--- src/rtl/rvfi_buf_pkg.sv ---
// Shared types for the RVFI retire buffer.
// rvfi_pkt_t is one retired-instruction packet (NRET=1, XLEN=32) as stored in the FIFO
// and presented on the output stream. PKT_W is its flattened width.
package rvfi_buf_pkg;

  typedef struct packed {
    logic [63:0] order;
    logic [31:0] insn;
    logic        trap;
    logic [31:0] pc_rdata;
    logic [31:0] pc_wdata;
    logic [4:0]  rd_addr;
    logic [31:0] rd_wdata;
  } rvfi_pkt_t;

  localparam int unsigned PKT_W = $bits(rvfi_pkt_t);

endpackage

--- src/rtl/rvfi_sync_fifo.sv ---
// Single-clock FIFO with registered storage.
// Pointers carry an extra wrap bit so full and empty are distinguishable without a counter.
// Ports:
//   clk_i, rst_ni   clock, asynchronous active-low reset
//   push_i, wdata_i write strobe and data (caller guarantees !full or simultaneous pop)
//   pop_i           read strobe (caller guarantees !empty)
//   rdata_o         head entry, zero while empty
//   full_o, empty_o occupancy flags
//   level_o         current occupancy, 0..DEPTH
module rvfi_sync_fifo #(
  parameter int unsigned WIDTH = 8,
  parameter int unsigned DEPTH = 8
) (
  input  logic                     clk_i,
  input  logic                     rst_ni,
  input  logic                     push_i,
  input  logic [WIDTH-1:0]         wdata_i,
  input  logic                     pop_i,
  output logic [WIDTH-1:0]         rdata_o,
  output logic                     full_o,
  output logic                     empty_o,
  output logic [$clog2(DEPTH):0]   level_o
);

  localparam int unsigned AW = $clog2(DEPTH);

  logic [WIDTH-1:0] mem_q [DEPTH];
  logic [AW:0]      wr_ptr_q, wr_ptr_d;
  logic [AW:0]      rd_ptr_q, rd_ptr_d;

  always_comb begin
    wr_ptr_d = wr_ptr_q;
    rd_ptr_d = rd_ptr_q;
    if (push_i) wr_ptr_d = wr_ptr_q + (AW+1)'(1);
    if (pop_i)  rd_ptr_d = rd_ptr_q + (AW+1)'(1);
  end

  always_ff @(posedge clk_i or negedge rst_ni) begin
    if (!rst_ni) begin
      wr_ptr_q <= '0;
      rd_ptr_q <= '0;
    end else begin
      wr_ptr_q <= wr_ptr_d;
      rd_ptr_q <= rd_ptr_d;
    end
  end

  // Storage needs no reset: nothing is visible until a pointer has advanced past it.
  always_ff @(posedge clk_i) begin
    if (push_i) mem_q[wr_ptr_q[AW-1:0]] <= wdata_i;
  end

  always_comb begin
    empty_o = (wr_ptr_q == rd_ptr_q);
    full_o  = (wr_ptr_q[AW] != rd_ptr_q[AW]) && (wr_ptr_q[AW-1:0] == rd_ptr_q[AW-1:0]);
    level_o = wr_ptr_q - rd_ptr_q;
    rdata_o = empty_o ? '0 : mem_q[rd_ptr_q[AW-1:0]];
  end

endmodule

--- src/rtl/rvfi_retire_buffer.sv ---
// Captures RVFI retirement packets into a FIFO and replays them on a valid/ready stream.
// Also checks retirement-order continuity and x0 writes, keeping sticky status.
// Ports:
//   clk, rst_l           clock, asynchronous active-low reset
//   rvfi_*               retirement port (NRET=1, XLEN=32)
//   out_valid/out_ready  output stream handshake; out_pkt is the head packet
//   level                FIFO occupancy
//   overflow, order_err, x0_err  sticky error flags
//   err_order            rvfi_order of the first order error
//   drop_cnt             saturating count of discarded packets
//   clear                synchronous clear of flags, err_order and drop_cnt
module rvfi_retire_buffer
  import rvfi_buf_pkg::*;
#(
  parameter int unsigned DEPTH  = 8,
  parameter int unsigned DCNT_W = 16
) (
  input  logic                   clk,
  input  logic                   rst_l,
  input  logic                   rvfi_valid,
  input  logic [63:0]            rvfi_order,
  input  logic [31:0]            rvfi_insn,
  input  logic                   rvfi_trap,
  input  logic [31:0]            rvfi_pc_rdata,
  input  logic [31:0]            rvfi_pc_wdata,
  input  logic [4:0]             rvfi_rd_addr,
  input  logic [31:0]            rvfi_rd_wdata,
  output logic                   out_valid,
  input  logic                   out_ready,
  output logic [PKT_W-1:0]       out_pkt,
  output logic [$clog2(DEPTH):0] level,
  output logic                   overflow,
  output logic                   order_err,
  output logic                   x0_err,
  output logic [63:0]            err_order,
  output logic [DCNT_W-1:0]      drop_cnt,
  input  logic                   clear
);

  rvfi_pkt_t in_pkt;
  logic      full, empty, push, pop, drop;
  logic      order_bad, x0_bad;

  logic              overflow_q, overflow_d;
  logic              order_err_q, order_err_d;
  logic              x0_err_q, x0_err_d;
  logic [63:0]       err_order_q, err_order_d;
  logic [DCNT_W-1:0] drop_cnt_q, drop_cnt_d;
  logic [63:0]       exp_order_q, exp_order_d;

  always_comb begin
    in_pkt.order    = rvfi_order;
    in_pkt.insn     = rvfi_insn;
    in_pkt.trap     = rvfi_trap;
    in_pkt.pc_rdata = rvfi_pc_rdata;
    in_pkt.pc_wdata = rvfi_pc_wdata;
    in_pkt.rd_addr  = rvfi_rd_addr;
    in_pkt.rd_wdata = rvfi_rd_wdata;
  end

  // A full FIFO still accepts a packet when the head leaves in the same cycle.
  always_comb begin
    out_valid = !empty;
    pop       = out_valid && out_ready;
    push      = rvfi_valid && (!full || pop);
    drop      = rvfi_valid && full && !pop;
    order_bad = rvfi_valid && (rvfi_order != exp_order_q);
    x0_bad    = rvfi_valid && (rvfi_rd_addr == 5'd0) && (rvfi_rd_wdata != 32'd0);
  end

  rvfi_sync_fifo #(
    .WIDTH (PKT_W),
    .DEPTH (DEPTH)
  ) u_fifo (
    .clk_i   (clk),
    .rst_ni  (rst_l),
    .push_i  (push),
    .wdata_i (in_pkt),
    .pop_i   (pop),
    .rdata_o (out_pkt),
    .full_o  (full),
    .empty_o (empty),
    .level_o (level)
  );

  // Clear is applied first so a coincident error event overrides it.
  always_comb begin
    overflow_d  = clear ? 1'b0 : overflow_q;
    order_err_d = clear ? 1'b0 : order_err_q;
    x0_err_d    = clear ? 1'b0 : x0_err_q;
    err_order_d = clear ? '0   : err_order_q;
    drop_cnt_d  = clear ? '0   : drop_cnt_q;
    exp_order_d = exp_order_q;

    if (rvfi_valid) exp_order_d = rvfi_order + 64'd1;

    if (order_bad) begin
      order_err_d = 1'b1;
      // Keep the first error; after a clear the slot is free again.
      if (!order_err_q || clear) err_order_d = rvfi_order;
    end

    if (x0_bad) x0_err_d = 1'b1;

    if (drop) begin
      overflow_d = 1'b1;
      if (drop_cnt_d != '1) drop_cnt_d = drop_cnt_d + DCNT_W'(1);
    end
  end

  always_ff @(posedge clk or negedge rst_l) begin
    if (!rst_l) begin
      overflow_q  <= 1'b0;
      order_err_q <= 1'b0;
      x0_err_q    <= 1'b0;
      err_order_q <= '0;
      drop_cnt_q  <= '0;
      exp_order_q <= '0;
    end else begin
      overflow_q  <= overflow_d;
      order_err_q <= order_err_d;
      x0_err_q    <= x0_err_d;
      err_order_q <= err_order_d;
      drop_cnt_q  <= drop_cnt_d;
      exp_order_q <= exp_order_d;
    end
  end

  always_comb begin
    overflow  = overflow_q;
    order_err = order_err_q;
    x0_err    = x0_err_q;
    err_order = err_order_q;
    drop_cnt  = drop_cnt_q;
  end

endmodule
--- config.mk ---
export PLATFORM = sky130hd
export DESIGN_NAME = rvfi_retire_buffer
export DESIGN_NICKNAME = d
export VERILOG_FILES = /design/src/rtl/rvfi_buf_pkg.sv /design/src/rtl/rvfi_sync_fifo.sv /design/src/rtl/rvfi_retire_buffer.sv
export SDC_FILE = /design/constraint.sdc
export NUM_CORES = 2
export LEC_CHECK = 0
export ABC_AREA = 1
export CAP_MARGIN = 20
export CORE_ASPECT_RATIO = 1.1
export CORE_UTILIZATION = 50
export CTS_BUF_LIST = sky130_fd_sc_hd__clkbuf_16
export DETAILED_ROUTE_END_ITERATION = 16
export PLACE_DENSITY_LB_ADDON = 0.2
export SLEW_MARGIN = 20
export SYNTH_ARGS = -nofsm -noshare
export SYNTH_HDL_FRONTEND = slang
export SYNTH_SLANG_ARGS = --single-unit
--- constraint.sdc ---
create_clock -name clk -period 12.7 [get_ports clk]
set_input_delay 1.27 -clock clk [delete_from_list [all_inputs] [get_ports clk]]
set_output_delay 1.27 -clock clk [all_outputs]
set_load 0.02 [all_outputs]
* Yosys cells after proc, flatten, opt, wreduce, memory -nomap -nowiden *
Memories as Yosys holds them, arrays and structs flattened.
Cells that the tools add are included.

operators by class
  muxes and demuxes = 13
  add/subtract/negate cells = 5
  equal/unequal tests = 5
  reduce and logical (&&, ||, !) cells = 19

operators with widths
  kind                     number
  $mux W198                1
  $mux W64                 3
  $add A64 B1 Y64 const B  1
  $ne A64 B64 Y1           1
  $mux W16                 3
  $reduce_bool A32 Y1      1
  $add A16 B1 Y16 const B  1
  $ne A16 B16 Y1 const B   1
  $add A4 B1 Y4 const B    2
  $logic_and A1 B1 Y1      8
  $mux W1                  6
  $reduce_bool A2 Y1       3
  $logic_not A5 Y1         1
  $eq A4 B4 Y1             1
  $logic_not A1 Y1         4
  $sub A4 B4 Y4            1
  $eq A3 B3 Y1             1
  $logic_or A1 B1 Y1       2
  $ne A1 B1 Y1             1

storage, ports and cells
  RAM bits = 1584
  output and inout bits = 286
  memories kept = 1
  register bits after elaboration = 155

memory list
  name          words  bits a word  read ports  clocked after Yosys merged registers in  write ports  RTL line              RTL
  u_fifo.mem_q  8      198          1           0                                        1            rvfi_sync_fifo.sv:27  logic [WIDTH-1:0] mem_q [DEPTH];

* Logic depth before layout (Yosys ltp) *
  word-level depth = 7
  gate-level depth with buffers = 15
  depth with buffers taken out = 13

* Modules after synthesis *
Synthesis repeated with hierarchy kept, for this count alone.

second synthesis, totals
  cell total of the unflattened synthesis = 8639
  area, all modules = 79865.3 um^2

by module, submodules not included
  module              area each (um^2)  cells an instance  instances
  rvfi_sync_fifo      69400.3           6923               1
  rvfi_retire_buffer  10465.0           1716               1

* Worst setup path after synthesis *
OpenSTA, ideal clock, no wires.

  path kind = reg2reg
  from = register u_fifo.rd_ptr_q[1]
  to = memory u_fifo.mem_q[7][0] (netlist name), enable pin
  setup time = 762 ps
  path buffers = 3
  arrival time = 10135 ps
  stages on the path, launching flop included = 13
  required time = 11938 ps
  setup slack = 1803 ps
  cells stage by stage = dfrtp_1 inv_1 buf_2 buf_2 buf_1 ha_1 nand3_1 nor2_1 nand2_1 nand2_1 inv_1 nand2_1 nor2_1

on the way
  cells in the longest elaborated chain, start to end = 7
  elaborated cells between the ends (all ways) = 10
  classes of those cells = 2 x eq/ne; 2 x mux; 6 x reduce/logical

ends and longest elaborated chain
  element                                                         RTL line                                            RTL
  from (decl)                                                     rvfi_sync_fifo.sv:29                                logic [AW:0] rd_ptr_q, rd_ptr_d;
  from (signal assigned)                                          rvfi_sync_fifo.sv:44                                rd_ptr_q <= rd_ptr_d;
  $eq A4 B4 Y1 / $eq A3 B3 Y1 (equally long branches)             rvfi_sync_fifo.sv:54, rvfi_sync_fifo.sv:55
  $logic_not A1 Y1 / $logic_and A1 B1 Y1 (equally long branches)  rvfi_retire_buffer.sv:63, rvfi_sync_fifo.sv:55
  $logic_and A1 B1 Y1 / $logic_not A1 Y1 (equally long branches)  rvfi_retire_buffer.sv:64, rvfi_retire_buffer.sv:65
  $logic_or A1 B1 Y1 (*)                                          rvfi_retire_buffer.sv:65                            push = rvfi_valid && (!full || pop);
  $logic_and A1 B1 Y1 (*)                                         rvfi_retire_buffer.sv:65
  $mux W1 (*)                                                     rvfi_sync_fifo.sv:50                                if (push_i) mem_q[wr_ptr_q[AW-1:0]] <= wdata_i;
  $mux W1 (not written as such) (*)                               rvfi_sync_fifo.sv:50
  to (decl)                                                       rvfi_sync_fifo.sv:27

Every way passes the cells marked *; elsewhere a longest branch is shown, timed or not.

* Worst setup path after layout *
  from = register u_fifo.rd_ptr_q[0]
  to = output port out_pkt[112]

on the way
  cells in the longest elaborated chain, start to end = 2
  elaborated cells between the ends (all ways) = 3
  classes of those cells = 1 x eq/ne; 1 x mux; 1 x memory

ends and longest elaborated chain
  element                                                 RTL line                  RTL
  $mem_v2 Z8 W198 / $eq A4 B4 Y1 (equally long branches)  --
  $mux W198 (*)                                           rvfi_sync_fifo.sv:57      rdata_o = empty_o ? '0 : mem_q[rd_ptr_q[AW-1:0]];
  to (decl)                                               rvfi_retire_buffer.sv:30  output logic [PKT_W-1:0] out_pkt,

Marks and branches as above.

==> reports/results.ini <==
[run_status]
status=completed

[routing]
vias=49470
drt-total-wl_um=193700
detail-route-antenna-nets=0
first_pass_iters=6
vias_per_cell=5.690
wl_per_cell_um=22.28
drc=0
drtIter0Drc=4992

[logic_synthesis]
synth-seq-cells=1739
ys.flop_type=edfxtp_1
synth_cell_types=39
yosysTopAreaCell=edfxtp_1
ys_async_sr_fraction=0.08913
postSynthCellCount=6274
synth_warnings=0
yosys-top-cells-area=edfxtp_1 66%, o21ai_0 7.4%, nor2_1 7.4%
syn_nets=6485
synth-edff-count=1584
yosysTopAreaCellShare=0.6623
synth_area_sq_um=71820
yosysSeqAreaShare=0.7163
avgSynthCellArea_sq_um=11.45

[clocking]
cts.sinks=1739
cts_resized=0
numCtsBuffers=171
cts_root_buffer=clkbuf_16
cts_buffer_depth=3
clkLatencyLatePin_ns=0.81
cts_tree=yes
h-tree-depth=4
cts_hold_buf=0
post-cts-setup-buffers=0
path_clk_slew_ns=0.06

[finish]
drive_above_1_share=0.05318
layout_common_cells=1,584 x edfxtp_1, 1,407 x nor2_1, 1,062 x o21ai_0
utilization=0.5886
layout_commonest_cell=edfxtp_1
final_cells=8694
fin_nets=6840
area_growth_pct=16.57

[sta]
hold_viol=0
timing.max_slew.rel_slack=0.1748
fin_ws_ns=5.558
worstMarginPinSlew_ns=1.238
max_freq_ghz=0.1400
drv_slew=0
grt_setup_unrepaired=false
whs_ns=0.4701
finClkSkew_ns=0.02050
fin_crit_ns=7.142
setup_tns_ns=0
min_period_over_period=0.5623
finalSetupViolations=0

[power]
ir_drop_v=0.0001925
power_frac_comb=0.398
power_density_nw_per_um2=241.8
switchingPower_w=0.007720
leakage_nw=29.05
seq_power_share=0.361
internal-power_w=0.01252
power_frac_clock=0.241
swShare=0.3814

[worst_setup_path]
r2r_cells=12
crit_arrival_ns=5.87
cp.required_ns=11.43
critical_path_class=reg2out
worstPathMaxFanout=202
r2r_slack_ns=7.51
worstPathCellList=buf_4 > buf_12 > buf_4 > o21ai_0 > o22ai_1 > o21ai_0 > a31oi_1 > clkdlybuf4s50_1
cpPeakStageDelay_ns=0.87
slowest_stage=buf_4
crit_path_end_kind=output pin
reg2reg_from=u_fifo.rd_ptr_q[2]
cp-startpoint=u_fifo.rd_ptr_q[0]
start_kind=flip-flop

[floorplanning]
io-pin-count=489
row_count=145
core-area_sq_um=142200
die-area_sq_um=145200
die_h_um=399.5
start_util=0.5049
die_w_um=363.4

[global_route]
grt_pass1_vias=46610
grt_max_degree=274
grt_overflow=0
grt.total_usage=0.2614
grt_pass1_wl_um=288300
antenna_found_initial=15

[place]
dp_cells=8365
pre_cts_ws_ns=6.534
io_buffers=488
gp_congestion=0.9257
dp_hpwl_um=106600

[hold_path]
hp-class=in2async

[job]
max-cap-violations=0

[through the flow]
stage,instance area [sq um],power (W)
finish,83720,0.02024
global route,83700,0.02122
CTS,83630,0.02035
detailed placement,78230,0.01548
global placement,78230,0.01540
floorplan,71820,0.01224
[worst max-delay path, delay by kind of cell, from the launching register on]
family,cells,cell delay [ns]
buffers and inverters,4,2.91
AOI/OAI and AO/OA,4,0.95
DFF,1,0.76
[cell usage after synthesis, types with 38 or more instances]
cell	instances
o21ai_1	56
a31oi_1	210
buf_2	97
o21ai_0	1062
dfrtp_1	155
o22ai_1	199
clkbuf_1	240
nand4_1	38
inv_1	248
nand2_1	655
edfxtp_1	1584
nor2_1	1415
nand3_1	128
[power by group through the flow]
stage / Clock (W) / Sequential, W / Combinational (W)
3_5_place_dp: 0 / 0.00742 / 0.00806
6_report: 0.00487 / 0.00731 / 0.00805
4_1_cts: 0.00495 / 0.00731 / 0.00809
3_3_place_gp: 0 / 0.00741 / 0.00800
5_1_grt: 0.00516 / 0.00737 / 0.00869
2_1_floorplan: 0 / 0.00763 / 0.00460
[flip-flops by register name (all words and copies together) (netlist names)]
name             count
u_fifo.mem_q      1584
err_order           64
exp_order_q         64
drop_cnt            16
u_fifo.rd_ptr_q      4
u_fifo.wr_ptr_q      4
order_err            1
overflow             1
x0_err               1
[per-layer routing]
metal | track usage | routed length, um | part of all wire | vias up
li1 | - | - | - | 22980
met1 | 0.3537 | 80710 | 0.42 | 24390
met2 | 0.4290 | 93700 | 0.48 | 1806
met3 | 0.04954 | 14360 | 0.074 | 296
met4 | 0.08047 | 4865 | 0.025 | 6
met5 | 0 | 42 | 0.00022 | -
[kinds of logic (layout without fill, tap and decap cells)]
kind of cell	after synthesis	in the layout	synth area share
AO/OA/AOI/OAI	1541	1541	0.1147
XOR/XNOR	43	43	0.005244
adder cells (fa/ha/maj)	8	8	0.001498
buffers and inverters	649	1145	0.03683
flip-flops	1739	1739	0.7163
other	0	13	0
AND/OR/NAND/NOR	2294	2294	0.1254
[area by class of cell]
cell class                 instances  area (sq um)
fill                           11510         58520
antenna                           13         32.53
clock inverter                   138         996.0
tap                             1911          2391
sequential                      1739         51450
inverter                         259          1001
multi-input combinational       3886         17790
timing repair buffer             572          5649
clock buffer                     176          4404
[final timing paths]
kind / to
setup / recovery: out_pkt[112]
min in group clk: u_fifo.wr_ptr_q[3]
setup reg to reg: u_fifo.mem_q[2][111]
max in group asynchronous: u_fifo.rd_ptr_q[0]
hold reg to reg: u_fifo.wr_ptr_q[3]
hold / removal: err_order[11]
(Power assumes the default switching activity.)
